===== src/rtl/three_bit_sort_scheduler.sv =====
// Frame sorter: loads DEPTH 3-bit words, bubble-sorts them with one shared
// magnitude comparator (one compare-and-swap per clock), then streams them out.
module three_bit_sort_scheduler #(
    parameter int DEPTH = 4
) (
    input  logic       clk,
    input  logic       rst_n,
    input  logic       in_valid,
    input  logic [2:0] in_data,
    output logic       in_ready,
    output logic       out_valid,
    output logic [2:0] out_data,
    input  logic       out_ready,
    output logic       out_last,
    output logic       busy,
    output logic [5:0] swap_count
);
    localparam int DATA_W = 3;
    localparam int IDX_W  = (DEPTH > 2) ? $clog2(DEPTH) : 1;
    localparam logic [IDX_W-1:0] LAST_IDX  = IDX_W'(DEPTH - 1);
    localparam logic [IDX_W-1:0] LAST_CMP  = IDX_W'(DEPTH - 2);
    localparam logic [IDX_W-1:0] LAST_PASS = IDX_W'(DEPTH - 2);

    typedef enum logic [1:0] {LOAD, SORT, DRAIN} state_t;
    typedef enum logic [1:0] {CMP_LT, CMP_EQ, CMP_GT} cmp_t;

    // The single shared Greater/Equal/Less decoder.
    function automatic cmp_t compare3(input logic [DATA_W-1:0] a, input logic [DATA_W-1:0] b);
        if (a > b)
            return CMP_GT;
        else if (a == b)
            return CMP_EQ;
        else
            return CMP_LT;
    endfunction

    function automatic logic [5:0] sat_inc(input logic [5:0] v);
        return (v == 6'd63) ? v : v + 6'd1;
    endfunction

    state_t            state;
    logic [DATA_W-1:0] mem [DEPTH];
    logic [IDX_W-1:0]  wr_idx;
    logic [IDX_W-1:0]  rd_idx;
    logic [IDX_W-1:0]  cmp_idx;
    logic [IDX_W-1:0]  cmp_nxt;
    logic [IDX_W-1:0]  pass_cnt;
    logic              pass_swap;
    logic              do_swap;

    always_comb begin
        cmp_nxt = cmp_idx + IDX_W'(1);
        do_swap = (compare3(mem[cmp_idx], mem[cmp_nxt]) == CMP_GT);
    end

    assign in_ready  = (state == LOAD);
    assign out_valid = (state == DRAIN);
    assign out_data  = (state == DRAIN) ? mem[rd_idx] : '0;
    assign out_last  = (state == DRAIN) && (rd_idx == LAST_IDX);
    assign busy      = (state == SORT) || (state == DRAIN);

    always_ff @(posedge clk or negedge rst_n) begin
        if (!rst_n) begin
            state      <= LOAD;
            wr_idx     <= '0;
            rd_idx     <= '0;
            cmp_idx    <= '0;
            pass_cnt   <= '0;
            pass_swap  <= 1'b0;
            swap_count <= '0;
            for (int k = 0; k < DEPTH; k++)
                mem[k] <= '0;
        end else begin
            case (state)
                LOAD: begin
                    if (in_valid) begin
                        mem[wr_idx] <= in_data;
                        if (wr_idx == LAST_IDX) begin
                            wr_idx     <= '0;
                            cmp_idx    <= '0;
                            pass_cnt   <= '0;
                            pass_swap  <= 1'b0;
                            swap_count <= '0;
                            state      <= SORT;
                        end else begin
                            wr_idx <= wr_idx + IDX_W'(1);
                        end
                    end
                end
                SORT: begin
                    if (do_swap) begin
                        mem[cmp_idx] <= mem[cmp_nxt];
                        mem[cmp_nxt] <= mem[cmp_idx];
                        swap_count   <= sat_inc(swap_count);
                    end
                    // Pass boundary: stop on a clean pass or after DEPTH-1 passes.
                    if (cmp_idx == LAST_CMP) begin
                        cmp_idx   <= '0;
                        pass_swap <= 1'b0;
                        if (!(pass_swap || do_swap) || pass_cnt == LAST_PASS) begin
                            pass_cnt <= '0;
                            rd_idx   <= '0;
                            state    <= DRAIN;
                        end else begin
                            pass_cnt <= pass_cnt + IDX_W'(1);
                        end
                    end else begin
                        cmp_idx   <= cmp_nxt;
                        pass_swap <= pass_swap || do_swap;
                    end
                end
                DRAIN: begin
                    if (out_ready) begin
                        if (rd_idx == LAST_IDX) begin
                            rd_idx <= '0;
                            state  <= LOAD;
                        end else begin
                            rd_idx <= rd_idx + IDX_W'(1);
                        end
                    end
                end
                default: state <= LOAD;
            endcase
        end
    end
endmodule


===== config.mk =====
export PLATFORM = sky130hd
export DESIGN_NAME = three_bit_sort_scheduler
export DESIGN_NICKNAME = d
export VERILOG_FILES = /design/src/rtl/three_bit_sort_scheduler.sv
export SDC_FILE = /design/constraint.sdc
export NUM_CORES = 1
export LEC_CHECK = 0
export CELL_PAD_IN_SITES_DETAIL_PLACEMENT = 0
export CELL_PAD_IN_SITES_GLOBAL_PLACEMENT = 1
export CORE_UTILIZATION = 40
export DETAILED_ROUTE_END_ITERATION = 8
export PLACE_DENSITY = 0.86
export SLEW_MARGIN = 20
export SYNTH_ARGS = -nofsm -noshare
export SYNTH_HDL_FRONTEND = slang
export SYNTH_SLANG_ARGS = --single-unit

===== constraint.sdc =====
create_clock -name clk -period 3.41 [get_ports clk]
set_clock_uncertainty 0.1 [all_clocks]
set_input_delay 0.8525 -clock clk [delete_from_list [all_inputs] [get_ports clk]]
set_output_delay 0.8525 -clock clk [all_outputs]
set_load 0.01 [all_outputs]

======== After elaboration in Yosys (flattened, before gate mapping) ========
Index checks and enable logic that the tools add are counted.
storage, ports and cells
  output and inout bits ................... 13
  latch bits .............................. 0
  register bits after elaboration ......... 29
  memories ................................ 0
  input port bits ......................... 7
  bits in read-only memories .............. 0
  word-level logic and storage cells ...... 116
  bits in writable memories ............... 0
cells by class
  $add $sub $neg .......................... 5
  bitwise gates (word level) .............. 4
  multiplexer cells ....................... 53
  order comparisons ....................... 8
  shift-type cells ........................ 0
  equal/unequal tests ..................... 17
  divide/modulo/power cells ............... 0
  reduce and logical (&&, ||, !) cells .... 18
  $mul .................................... 0
operators with widths
  kind                 number
  $bwmux 12            3
  $mux 2               17
  $mux 3               10
  $mux 12              2
  $mux 6               4
  $pmux 12 s2          1
  $bmux 3 s2           3
  $demux 3 s2          3
  $eq 2x2->1 const B   6
  $ge 3x3->1 const B   4
  $not 2->3            4
  $pmux 2 s2           3
  $pmux 6 s2           1
  $ne 2x1->1 const B   5
  $lt 3x1->1 const B   3
  $add 2x1->2 const B  4
  $reduce_and 4->1     2
  $add 6x1->6 const B  1
  $eq 6x6->1 const B   1
  $ne 2x2->1 const B   3
  $pmux 2 s3           1
  $reduce_and 3->1     2
  $reduce_and 6->1     1
  $reduce_and 5->1     1
  11 further kinds     20

======== Logic depth before layout (Yosys ltp) ========
Gate-level depths: netlist of run 1.
  depth after elaboration ................. 15
  gate-level depth with buffers ........... 11
  gate-level depth less buffers ........... 10

======== Worst setup path after synthesis of run 1 ========
OpenSTA, ideal clock, no wires.
  path kind ............................... reg2reg
  from .................................... register cmp_idx[0]
  to ...................................... register state[0]
  setup slack ............................. 0.226 ns
  library setup time ...................... 0.125 ns
  arrival time ............................ 2.959 ns
  path buffers ............................ 1
  cell stages (with the launch flop) ...... 12
  clock period less this slack ............ 3.184 ns
  required time ........................... 3.185 ns
  cells stage by stage .................... dfrtp_1 buf_6 inv_1 ha_1 mux4_1 inv_1 ha_1 nand3_1 o21ai_0 a211o_2 nand4_1 mux2_2
between the ends
  longest elaborated chain between the ends .. 14
  elaborated cells between the ends (all ways) .. 21
  classes of those cells .................. add/sub: 1; order compare: 1; eq/ne: 5; mux: 8; bitwise: 2; reduce/logical: 4
RTL lines
  element                                              line  source
  start, declared                                      45    logic [IDX_W-1:0] cmp_idx;
  start signal, assigned                               108   cmp_idx <= cmp_nxt;
  branches (longest 13 deep; another with $gt 3x3->1)  n/a
  $reduce_and 6->1 (no line) *                         n/a
  end signal, assigned                                 103   state <= DRAIN;
  end signal, assigned                                 116   state <= LOAD;
  end signal, assigned                                 122   default: state <= LOAD;
  end, declared                                        41    state_t state;
Every way passes the cells marked *. The select of a mux whose other input is x is not followed.
A chain may end at the register's enable or synchronous reset.

======== Worst setup path in the final report of run 1 ========
  from .................................... register cmp_idx[1]
  to ...................................... register mem[1] (netlist bit)
between the ends
  longest elaborated chain between the ends .. 11
  elaborated cells between the ends (all ways) .. 30
  classes of those cells .................. add/sub: 1; order compare: 5; eq/ne: 3; mux: 16; bitwise: 2; reduce/logical: 3
RTL lines
  element                                              line  source
  branches (longest 11 deep; another with $gt 3x3->1)  n/a
  end signal, assigned by index                        77    mem[wr_idx] <= in_data;
  end signal, assigned by index                        92    mem[cmp_idx] <= mem[cmp_nxt];
  end signal, assigned by index                        93    mem[cmp_nxt] <= mem[cmp_idx];
  end, declared                                        42    logic [DATA_W-1:0] mem [DEPTH];
Several ways; the timed one is not identified. The select of a mux whose other input is x is not followed.

==> flow_summary.toml, run 1 <==
[synth]
synth-seq-cells = 29
yosys-top-cells-count = "dfrtp_1 (29), nand2_1 (29), ha_1 (19), nor2_1 (17), mux2_2 (14)"
synth.net_count = 238
synth_cell_types = 40
yosys-top-cells-area = "dfrtp_1 (34%), ha_1 (11%), mux2_2 (7.5%)"
synth.largest_area_cell = "dfrtp_1"
yosysWarnings = 0
ys_seq_area_share_pct = 34.4
async_flop_share_pct = 100
synth_top_area_share_pct = 34.4
synth_edf_count = 0
netlist_area_um2 = 2110
syn_area_per_cell_um2 = 9.96
syn_inst = 212
synthFlopType = "dfrtp_1"

[sta]
tightestPinTransition_ns = 0.462
tns_ns = 0
relSlewSlack_pct = 69.2
fin_ws_ns = 0.186
grt_setup_unrepaired = "false"
fmax_mhz = 310
setup_viol = 0
fin_crit_sh_pct = 94.5
slew_viol_final = 0
min_period_ns = 3.22
hold_viol = 0

[critical_path]
start_kind = "register"
path_max_fanout = 5
critPathKind = "reg -> reg"
cp-end-kind = "register"
max_stage_delay_ns = 0.61
cp_slowest_cell = "mux4_1"
cp.required_ns = 3.48
crit_chain = "inv_1 > ha_1 > mux4_1 > inv_1 > ha_1 > and3b_1 > o211ai_1 > buf_4 > nor2_1 > o21ai_1 > mux2_2"
worstPathArrival_ns = 3.29

[clock_network]
ctsHoldBuffers = 0
cts_sinks = 29
path_clk_slew_ns = 0.07
cts_root_buf = "clkbuf_8"
clockBufferDepth = 2
numCtsBuffers = 5
post_cts_resized = 0
htree_levels = 2
clkLatencyLatePin_ns = 0.29
cts_tree = "yes"

[place]
dp_slack_ns = 0.199
placed_cell_area_um2 = 2420
io_buffer_count = 19
gp_congestion = 0.986
hpwlAfterDp_um = 3750

[detailed_routing]
dr.pass1.iters = 5
drt_iter0_drc = 188
drcViolationCount = 0
post_drt_wl_per_cell_um = 16.5
vias = 1817
postRouteAntennaNets = 0
avgViaCountPerCell = 5.81
drt_wl_total_um = 5170

[floorplan]
die_h_um = 74.6
die_area_um2 = 5570
core_area_um2 = 5110
rows = 26
die_x_um = 74.6
top_level_ports = 20
start_util_pct = 41.3

[global_route]
grt_max_degree = 30
grt_pass1_wl_um = 8580
grt_overflow = 0
antenna_found_initial = 0
grt_util_all_layers_pct = 20.8
grt_pass1_vias = 1788

[pwr]
pwr-share-comb_pct = 59.7
p_int_w = 0.00135
p_seq_share_pct = 24.4
p_switching_w = 0.00103
clock_power_share_pct = 15.9
vdd_drop_max_mv = 0.358
cellPowerDensity_nw_per_um2 = 935
p_leak_nw = 1.14
swShare_pct = 43.3

[layout]
fin_area_um2 = 2540
fin_nets = 268
drive_above_1_share_pct = 16.5
syn_to_final_growth_pct = 20.5
diodes = 0
n_fill_cell = 490

[job]
maxCapViolations = 0

[worst_hold_path]
hp-class = "reg -> reg"

[status]
outcome = "completed"
## layout make-up
type	instances	area [µm²]	area share, %
inverters	13	48.8	1.92
clock buffers	7	86.3	3.39
flip-flops and latches	29	726	28.5
clock inverters	1	30.0	1.18
repair buffers	28	258	10.1
well taps	70	87.6	3.44
multi-input cells	165	1310	51.4
## state kept, by name, indices dropped and copies added (netlist names)
name and cells:
mem 12, swap_count 6, cmp_idx 2, pass_cnt 2, rd_idx 2, state 2, wr_idx 2, pass_swap 1
## final timing paths
check / start / end / slack [ns] / cells past startpoint
setup reg to reg: cmp_idx[1] / mem[1] / 0.19 / 11
setup / recovery: cmp_idx[1] / mem[1] / 0.19 / 11
hold / removal: pass_swap / pass_swap / 0.40 / 1
hold reg to reg: pass_swap / pass_swap / 0.40 / 1
min in group asynchronous: rst_n / cmp_idx[0] / 0.86 / 2
max in group asynchronous: rst_n / wr_idx[1] / 2.05 / 2
## per-layer routing
layer	GRT usage, %	routed length, µm	up-vias
met3	5.09	350	21
met2	34.1	2450	79
met5	0	0	-
li1	-	-	844
met4	9.85	155	0
met1	25.9	2210	873
## worst max-delay path, delay by kind of cell, from the launching register on
kind	cells	cell delay [ns]
AOI/OAI and AO/OA	2	0.44
DFF	1	0.35
and+or+nand+nor	2	0.25
muxes	2	1.00
buffers and inverters	3	0.35
adders and majority gates	2	0.61
## cells in the final DEF (no fill, tap or decap), types with 2 or more instances in the layout
cell	instances
o21ai_1	8
dfrtp_1	29
nand4_1	2
a41oi_1	3
mux2_2	14
nand3_1	5
mux4_2	6
and2_1	4
a32oi_1	8
o2bb2ai_1	2
inv_1	13
nand2_1	29
o21ai_0	8
a21o_1	3
nor2b_1	6
clkbuf_8	6
nor3_1	2
buf_4	9
ha_1	19
nor2_1	17
or3_1	3
mux4_1	3
a21oi_1	3
clkdlybuf4s50_1	19
a22oi_1	4
o31ai_1	2
o211ai_1	2
## cell families after synthesis
family | synth area share [%]
compound gates | 15.9
mux | 18.6
buf+inv | 3.67
simple gates | 15.7
flops | 34.4
xor+xnor | 0.415
fa+ha+maj | 11.3
## timing repair
item	4_1_cts	5_1_grt
setup buffers	0	1
hold endpoints to repair	0	0
endpoints found under the setup margin	0	9
## metrics by stage
step	hold slack, ns	util, %	power [W]	cells
finish	0.396	49.8	0.00238	313
global route	0.427	49.8	0.00255	313
CTS	0.397	49.7	0.00236	312
detailed placement	0.382	47.4	0.00196	304
global placement	0.366	47.4	0.00195	304
floorplan	0.353	-	0.00153	212
## power by group through the flow
stage                     registers [W]  logic, W  clock network [W]
after floorplan                0.000546  0.000980                  0
after global placement         0.000574   0.00137                  0
after detailed placement       0.000580   0.00138                  0
after CTS                      0.000579   0.00139           0.000383
after global routing           0.000597   0.00156           0.000398
final                          0.000580   0.00142           0.000378
No activity file was read; power rests on OpenSTA's default activity.
==> run 2: changes to the inputs <==
- ABC_CLOCK_PERIOD_IN_PS: not set -> 3410
==> results of run 2 <==
Same layout as run 1: the final DEF is identical, and so are final timing and power.
